`src/rtl/reg_file_dump_pkg.sv`:
```
// Shared core constants and dump-engine state encodings.
// Used by the register file, the dump engine and its stream interface.
package reg_file_dump_pkg;

   localparam int REG_ADDR_W = 5;
   localparam int XLEN       = 32;

   typedef enum logic [1:0] {
      DUMP_IDLE  = 2'd0,
      DUMP_RUN   = 2'd1,
      DUMP_DRAIN = 2'd2
   } dump_state_e;

   // Number of words a dump of [first, last] produces.
   function automatic int f_range_len(
      input int first,
      input int last
   );
      return last - first + 1;
   endfunction

endpackage

```
`src/rtl/reg_file_dump_if.sv`:
```
// Valid/ready word stream carrying {addr, data} register dump words.
// Ports: valid, ready, data[DATA_W], addr[ADDR_W]; master drives the word.
interface reg_file_dump_if
   import reg_file_dump_pkg::*;
#(
   parameter int ADDR_W = REG_ADDR_W,
   parameter int DATA_W = XLEN
);

   logic              valid;
   logic              ready;
   logic [DATA_W-1:0] data;
   logic [ADDR_W-1:0] addr;

   modport master (
      output valid,
      output data,
      output addr,
      input  ready
   );

   modport slave (
      input  valid,
      input  data,
      input  addr,
      output ready
   );

endinterface

```
`src/rtl/reg_file_dump.sv`:
```
// Register-file dump engine: walks [FIRST_ADDR, LAST_ADDR] through one
// read port and streams each {addr, data} word over o_stream.
// Ports: i_clk, i_rst (async, active high), i_start, o_rd_addr/i_rd_data
// (register-file read port), o_stream (master: valid/ready/data/addr),
// o_busy (not IDLE), o_done (one-cycle pulse after the last word).
module reg_file_dump
   import reg_file_dump_pkg::*;
#(
   parameter int ADDR_W     = REG_ADDR_W,
   parameter int DATA_W     = XLEN,
   parameter int FIRST_ADDR = 0,
   parameter int LAST_ADDR  = 31
)
(
   input  logic              i_clk,
   input  logic              i_rst,
   input  logic              i_start,
   output logic [ADDR_W-1:0] o_rd_addr,
   input  logic [DATA_W-1:0] i_rd_data,
   reg_file_dump_if.master   o_stream,
   output logic              o_busy,
   output logic              o_done
);

   localparam logic [ADDR_W-1:0] LP_FIRST =
      ADDR_W'(FIRST_ADDR);
   localparam logic [ADDR_W-1:0] LP_LAST  =
      ADDR_W'(LAST_ADDR);

   dump_state_e       r_state;
   dump_state_e       w_state_nxt;
   logic [ADDR_W-1:0] r_ptr;
   logic [ADDR_W-1:0] w_ptr_nxt;
   logic              r_valid;
   logic              w_valid_nxt;
   logic [DATA_W-1:0] r_data;
   logic [DATA_W-1:0] w_data_nxt;
   logic [ADDR_W-1:0] r_addr;
   logic [ADDR_W-1:0] w_addr_nxt;
   logic              r_done;
   logic              w_done_nxt;

   logic              w_is_idle;
   logic              w_is_run;
   logic              w_is_drain;
   logic              w_load;
   logic              w_accept;
   logic              w_last;

   assign w_is_idle  = (r_state == DUMP_IDLE);
   assign w_is_run   = (r_state == DUMP_RUN);
   assign w_is_drain = (r_state == DUMP_DRAIN);

   // The output register may refill whenever it is empty or
   // its current word is leaving on this edge.
   assign w_accept = r_valid && o_stream.ready;
   assign w_load   = w_is_run && (!r_valid || o_stream.ready);
   assign w_last   = (r_ptr == LP_LAST);

   always_ff @(posedge i_clk or posedge i_rst) begin
      if (i_rst) begin
         r_state <= DUMP_IDLE;
         r_ptr   <= LP_FIRST;
         r_valid <= 1'b0;
         r_data  <= '0;
         r_addr  <= '0;
         r_done  <= 1'b0;
      end else begin
         r_state <= w_state_nxt;
         r_ptr   <= w_ptr_nxt;
         r_valid <= w_valid_nxt;
         r_data  <= w_data_nxt;
         r_addr  <= w_addr_nxt;
         r_done  <= w_done_nxt;
      end
   end

   always_comb begin
      w_state_nxt = r_state;
      w_ptr_nxt   = r_ptr;
      w_valid_nxt = r_valid;
      w_data_nxt  = r_data;
      w_addr_nxt  = r_addr;
      w_done_nxt  = 1'b0;

      unique case (1'b1)
         w_is_idle: begin
            w_valid_nxt = 1'b0;
            if (i_start) begin
               w_ptr_nxt   = LP_FIRST;
               w_state_nxt = DUMP_RUN;
            end
         end
         w_is_run: begin
            if (w_load) begin
               w_data_nxt  = i_rd_data;
               w_addr_nxt  = r_ptr;
               w_valid_nxt = 1'b1;
               // Never step past the last address, so
               // the pointer cannot wrap.
               if (w_last) begin
                  w_state_nxt = DUMP_DRAIN;
               end else begin
                  w_ptr_nxt = r_ptr + ADDR_W'(1);
               end
            end
         end
         w_is_drain: begin
            if (w_accept) begin
               w_valid_nxt = 1'b0;
               w_done_nxt  = 1'b1;
               w_state_nxt = DUMP_IDLE;
            end
         end
         default: begin
            w_valid_nxt = 1'b0;
            w_state_nxt = DUMP_IDLE;
         end
      endcase
   end

   assign o_rd_addr      = r_ptr;
   assign o_stream.valid = r_valid;
   assign o_stream.data  = r_data;
   assign o_stream.addr  = r_addr;
   assign o_busy         = !w_is_idle;
   assign o_done         = r_done;

endmodule

```
`src/flat_wrapper.sv`:
```
// flat-port wrapper written by rule: the top's interface ports become plain ports
module reg_file_dump_flat import reg_file_dump_pkg::*;
#(
   parameter int ADDR_W     = REG_ADDR_W,
   parameter int DATA_W     = XLEN,
   parameter int FIRST_ADDR = 0,
   parameter int LAST_ADDR  = 31
)
  (i_clk, i_rst, i_start, o_rd_addr, i_rd_data, o_busy, o_done, o_stream_valid, o_stream_data, o_stream_addr, o_stream_ready);
  reg_file_dump_if #(.ADDR_W(ADDR_W), .DATA_W(DATA_W)) o_stream_i ();
  input  logic i_clk;
  input  logic i_rst;
  input  logic i_start;
  output logic [ADDR_W-1:0] o_rd_addr;
  input  logic [DATA_W-1:0] i_rd_data;
  output logic o_busy;
  output logic o_done;
  output wire logic [$bits(o_stream_i.valid)-1:0] o_stream_valid;
  output wire logic [$bits(o_stream_i.data)-1:0] o_stream_data;
  output wire logic [$bits(o_stream_i.addr)-1:0] o_stream_addr;
  input wire logic [$bits(o_stream_i.ready)-1:0] o_stream_ready;
  assign o_stream_valid = o_stream_i.valid;
  assign o_stream_data = o_stream_i.data;
  assign o_stream_addr = o_stream_i.addr;
  assign o_stream_i.ready = o_stream_ready;
  reg_file_dump #(.ADDR_W(ADDR_W), .DATA_W(DATA_W), .FIRST_ADDR(FIRST_ADDR), .LAST_ADDR(LAST_ADDR)) u_core (.i_clk(i_clk), .i_rst(i_rst), .i_start(i_start), .o_rd_addr(o_rd_addr), .i_rd_data(i_rd_data), .o_stream(o_stream_i), .o_busy(o_busy), .o_done(o_done));
endmodule
```
`config.mk`:
```
export PLATFORM = sky130hd
export DESIGN_NAME = reg_file_dump_flat
export DESIGN_NICKNAME = d
export VERILOG_FILES = /design/src/rtl/reg_file_dump_pkg.sv /design/src/rtl/reg_file_dump_if.sv /design/src/rtl/reg_file_dump.sv /design/src/flat_wrapper.sv
export SDC_FILE = /design/constraint.sdc
export NUM_CORES = 1
export LEC_CHECK = 0
export BUFFER_PORTS_ARGS = -buffer_cell sky130_fd_sc_hd__buf_2
export CAP_MARGIN = 15
export CORE_MARGIN = 1.5
export CORE_UTILIZATION = 50
export CTS_BUF_LIST = sky130_fd_sc_hd__clkbuf_2 sky130_fd_sc_hd__clkbuf_4 sky130_fd_sc_hd__clkbuf_8
export CTS_CLUSTER_DIAMETER = 80
export DETAILED_ROUTE_END_ITERATION = 10
export PLACE_DENSITY = 0.83
export SETUP_SLACK_MARGIN = 0.4
export SLEW_MARGIN = 20
export SYNTH_ARGS = -nofsm -noshare
export SYNTH_HDL_FRONTEND = slang
export SYNTH_SLANG_ARGS = --single-unit
```
`constraint.sdc`:
```
create_clock -name i_clk -period 2.6 [get_ports i_clk]
set_clock_uncertainty 0.05 [all_clocks]
set_input_delay 0.52 -clock i_clk [delete_from_list [all_inputs] [get_ports i_clk]]
set_output_delay 0.52 -clock i_clk [all_outputs]
set_load 0.005 [all_outputs]
```
# --- After elaboration in Yosys (flattened, before gate mapping) ---
# Cells that the tools add are included.
word_totals:
  regBits: 46
  inputBits: 36
  output_inout_bits: 45
  word_cells: 40
classes:
  n_addsub: 1
  n_eq_ne: 8
  muxes: 14
  n_reduce_logical: 11
op_table:
  columns: ["op", "n"]
  rows:
  - ["2-to-1 mux 5 bit", 3]
  - ["inequality test 2 bit (second input constant)", 5]
  - ["one-hot mux 5 bit (2 select lines)", 1]
  - ["2-to-1 mux 2 bit", 4]
  - ["AND reduction 4 bit", 2]
  - ["one-hot mux 2 bit (3 select lines)", 1]
  - ["adder 5 x 1 -> 5 bit (second input constant)", 1]
  - ["== test 5 bit (second input constant)", 1]
  - ["2-to-1 mux 1 bit", 4]
  - ["AND reduction 2 bit", 2]
  - ["== test 2 x 1 -> 1 bit (second input constant)", 1]
  - ["== test 2 bit (second input constant)", 1]
  - ["logical AND 1 bit", 2]
  - ["zero test 1 bit", 2]
  - ["zero test 2 bit", 1]
  - ["one-hot mux 1 bit (2 select lines)", 1]
  - ["nonzero test 2 bit", 1]
  - ["logical OR 1 bit", 1]

# --- Logic depth before layout (Yosys ltp) ---
logic_depth:
  depth_word: 5
  mapped_depth: 6
  ltp_nobuf: 6

# --- Least setup slack after synthesis ---
# No wires, ideal clock.
synth_path:
  kind: "flip-flop to flip-flop"
  from: "register u_core.r_ptr[0] (netlist: u_core.o_rd_addr[0])"
  to: "register u_core.r_ptr[0] (netlist: u_core.o_rd_addr[0])"
  setup_ns: 0.121
  arrival_ns: 1.774
  required_ns: 2.429
  slack_ns: 0.655
  path_stages_with_launch: 7
  n_path_buf: 0
  period_less_slack_ns: 1.945
  cell_sequence: "dfrtp_1 -> ha_1 -> and3_1 -> ha_1 -> nand3b_2 -> mux2_2 -> a22o_1"
synth_via:
  elab_chain_cells: 4
  word_cells_on_any_way: 7
  classes_between: "add/sub: 1; eq/ne: 2; mux: 3; reduce/logical: 1"
synth_lines:
  columns: ["element", "line_no", "rtl"]
  rows:
  - ["start, declared", "reg_file_dump.sv:32", "logic [ADDR_W-1:0] r_ptr;"]
  - ["start signal, assigned", "reg_file_dump.sv:70", "r_ptr <= w_ptr_nxt;"]
  - ["adder 5 x 1 -> 5 bit", "reg_file_dump.sv:104", "w_ptr_nxt = r_ptr + ADDR_W'(1);"]
  - ["2-to-1 mux 5 bit", "reg_file_dump.sv:101", "if (w_last) begin"]
  - ["2-to-1 mux 5 bit", "reg_file_dump.sv:95", "if (w_load) begin"]
  - ["one-hot mux 5 bit (2 select lines)", "reg_file_dump.sv:86", "unique case (1'b1)"]
# Several ways; a longest one is shown, not always the timed one. The select of a mux whose other input is x is not followed.
# A chain may end at the register's enable or synchronous reset.

# --- Worst setup path after layout ---
# Same ends and word-level chain as after synthesis.

==> results.tsv <==
metric	value	unit
io_pins	81	
final_nets	247	
cts_tree	yes	
async_flop_share	1.00	
timing.final.crit_period	2.08	ns
track_usage	0.175	
maxCapViolCount	0	
cts-root-buf	clkbuf_8	
die-area	4440	sq um
area_growth	25.9	%
ant_nets	0	
grt_first_pass_wirelength	5710	microns
grt_pass1_vias	1194	
clkPwrFrac	0.122	
place_area	2470	sq um
vias_per_cell	5.10	
hold_viol	0	
grt_max_degree	47	
gp_congestion	0.814	
netlist_area	2020	sq um
reg2regPathDepth	6	
seqPwrFrac	0.401	
ys_seq_area_frac	0.569	
die_h	66.6	microns
status	finished clean	
endpoint	u_core.o_rd_addr[0]$_DFFE_PP0P_	
rows	22	
h-tree-depth	2	
drive_above_1_share	0.665	
syn_area_per_cell	16.5	sq um
fin_tns_setup	0	ns
portBuffers	80	
clock_latency	0.28	ns
clock_sinks	46	
design_area	2550	sq um
ys.flop_type	dfrtp_1	
vdd_drop_max	737	uV
r2r_end	u_core.o_rd_addr[0]$_DFFE_PP0P_	
reg2reg_from	u_core.o_rd_addr[0]$_DFFE_PP0P_	
fp.dieW	66.6	microns
start_util	0.537	
cpLargestDelayFamily	adder cells	
drtPass1Iterations	4	
p_sw	1.04	mW
slew_headroom	0.630	
ys_types	32	
rsz0062_at_grt	no	
synth_cells	123	
post_cts_buffers	0	
finalWirelength	3710	microns
cp.required	2.73	ns
remaining_drc_errors	0	
path_class	reg2reg	
p_leak	1.33	nW
p_int	2.19	mW
rrSetupSlack	0.52	ns
synth-seq-cells	46	
cp_max_fo	6	
antenna_found_initial	0	
hold_path_class	in2async	
worst_pin_slew	0.555	ns
worst-path-stages	6	
switching_share	0.321	
crit_buf_inv	0	
fmax	0.482	GHz
cts_resized	0	
crit_top_cell	ha_1	
core	3770	sq um
vias	1310	
slew_viol_final	0	
cp-end-kind	flop	
overflow	0	
place_hpwl	2680	microns
critPathLaunchType	flop	
first_iter_violations	59	
clkTransAtPathRegs	0.08	ns
antennaDiodeCount	0	
setup_violations	0	
yosys_warnings	0	
cp_data_arrival_time	2.20	ns
clockBufferDepth	2	
period_share	0.799	
synth-edff-count	0	
powerDensity	1260	nW/um^2
crit_chain	ha_1 -> and3_1 -> ha_1 -> nand3b_2 -> mux2_2 -> a22o_1	
cpPeakStageDelay	0.44	ns
syn_nets	161	
cts_buffers	5	
crit_slowest_cell	dfrtp_1	
combPwrFrac	0.477	
cp-startpoint	u_core.o_rd_addr[0]$_DFFE_PP0P_	
cts_hold_buffers	0	
wl_per_cell	14.4	microns
## registers in the layout (all words and copies together) (netlist names)
| name | count |
|---|---|
| u_core.o_stream.data | 32 |
| u_core.o_rd_addr | 5 |
| u_core.o_stream.addr | 5 |
| u_core.r_state | 2 |
| u_core.o_done | 1 |
| u_core.o_stream.valid | 1 |
## cell usage in the layout (no fill, tap or decap), types with 2 or more instances in the layout
cell type | Yosys | final
clkinv_2 | 0 | 2
nand2b_1 | 2 | 2
buf_2 | 0 | 80
nor2_1 | 2 | 2
o21ai_0 | 2 | 2
dfrtp_1 | 46 | 46
clkbuf_8 | 0 | 5
and3_1 | 2 | 2
mux2_4 | 30 | 30
buf_4 | 0 | 3
a22o_1 | 2 | 2
mux2_2 | 8 | 8
ha_1 | 2 | 2
nand2_1 | 3 | 3
## synthesized netlist by cell type, types with 2 or more instances
cell      number  area, sq um
and3_1         2         12.5
a22o_1         2         17.5
mux2_4        30          450
nand2_1        3         11.3
buf_6          3         33.8
o21ai_0        2         10.0
dfrtp_1       46         1150
nand2b_1       2         12.5
ha_1           2         25.0
nor2_1         2         7.51
mux2_2         8         90.1
## worst min-delay path: stages
cell and delay [ns]:
buf_2 0.10, inv_2 0.04, buf_4 0.46
## per-layer routing
| layer | vias to the layer above | wire length [microns] | share of wire | track usage |
|---|---|---|---|---|
| li1 | 621 | - | - | - |
| met1 | 630 | 1710 | 0.46 | 0.239 |
| met2 | 56 | 1690 | 0.46 | 0.266 |
| met3 | 3 | 284 | 0.077 | 0.0473 |
| met4 | 0 | 28 | 0.0076 | 0.0689 |
| met5 | - | 0 | 0 | 0 |
## through the flow
| stage | cells | power, mW | hold WS [ns] | util | setup slack (ns) |
|---|---|---|---|---|---|
| after floorplan | 123 | 2.37 | 0.435 | - | 0.655 |
| after detailed placement | 250 | 2.86 | 0.441 | 0.655 | 0.553 |
| after global placement | 250 | 2.81 | 0.436 | 0.655 | 0.600 |
| final | 257 | 3.22 | 0.315 | 0.676 | 0.523 |
| after global routing | 257 | 3.46 | 0.371 | 0.676 | 0.444 |
| after CTS | 257 | 3.27 | 0.331 | 0.676 | 0.537 |
## how the worst min path moves through the flow
stage	start	to	slack [ns]	cells past startpoint
after floorplan	u_core.r_state[1]$_DFFE_PP0P_	u_core.r_state[0]$_DFFE_PP0P_	0.43	1
after global placement	u_core.o_stream.data[7]$_DFFE_PP0P_	u_core.o_stream.data[7]$_DFFE_PP0P_	0.44	1
after detailed placement	u_core.o_stream.data[30]$_DFFE_PP0P_	u_core.o_stream.data[30]$_DFFE_PP0P_	0.44	1
after CTS	i_rst	u_core.o_stream.data[25]$_DFFE_PP0P_	0.33	3
after global routing	i_rst	u_core.o_stream.data[25]$_DFFE_PP0P_	0.37	3
final	i_rst	u_core.o_stream.data[9]$_DFFE_PP0P_	0.32	3
## power by group through the flow
stage                     Combinational [mW]  Sequential (mW)  Clock [mW]
final                                   1.54             1.29       0.393
after global routing                    1.67             1.35       0.442
after CTS                               1.56             1.30       0.407
after detailed placement                1.56             1.30           0
after global placement                  1.52             1.29           0
after floorplan                         1.07             1.30           0
## logic make-up (layout without fill, tap and decap cells)
family | count (synthesis) | in the layout | share of synthesized area
flip-flops | 46 | 46 | 0.569
multiplexers | 38 | 38 | 0.267
AND/OR/NAND/NOR | 19 | 19 | 0.0791
AO/OA/AOI/OAI | 13 | 13 | 0.0525
buffers and inverters | 5 | 91 | 0.0204
adder cells (fa/ha/maj) | 2 | 2 | 0.0124
## cell type report
cell class                 instances  area, sq um
tap                               48         60.1
multi-input combinational         72          832
clock buffer                       5         68.8
timing repair buffer              83          423
inverter                           1         3.75
fill                             277         1220
sequential                        46         1150
clock inverter                     2         10.0
No activity file was read; power rests on OpenSTA's default activity.
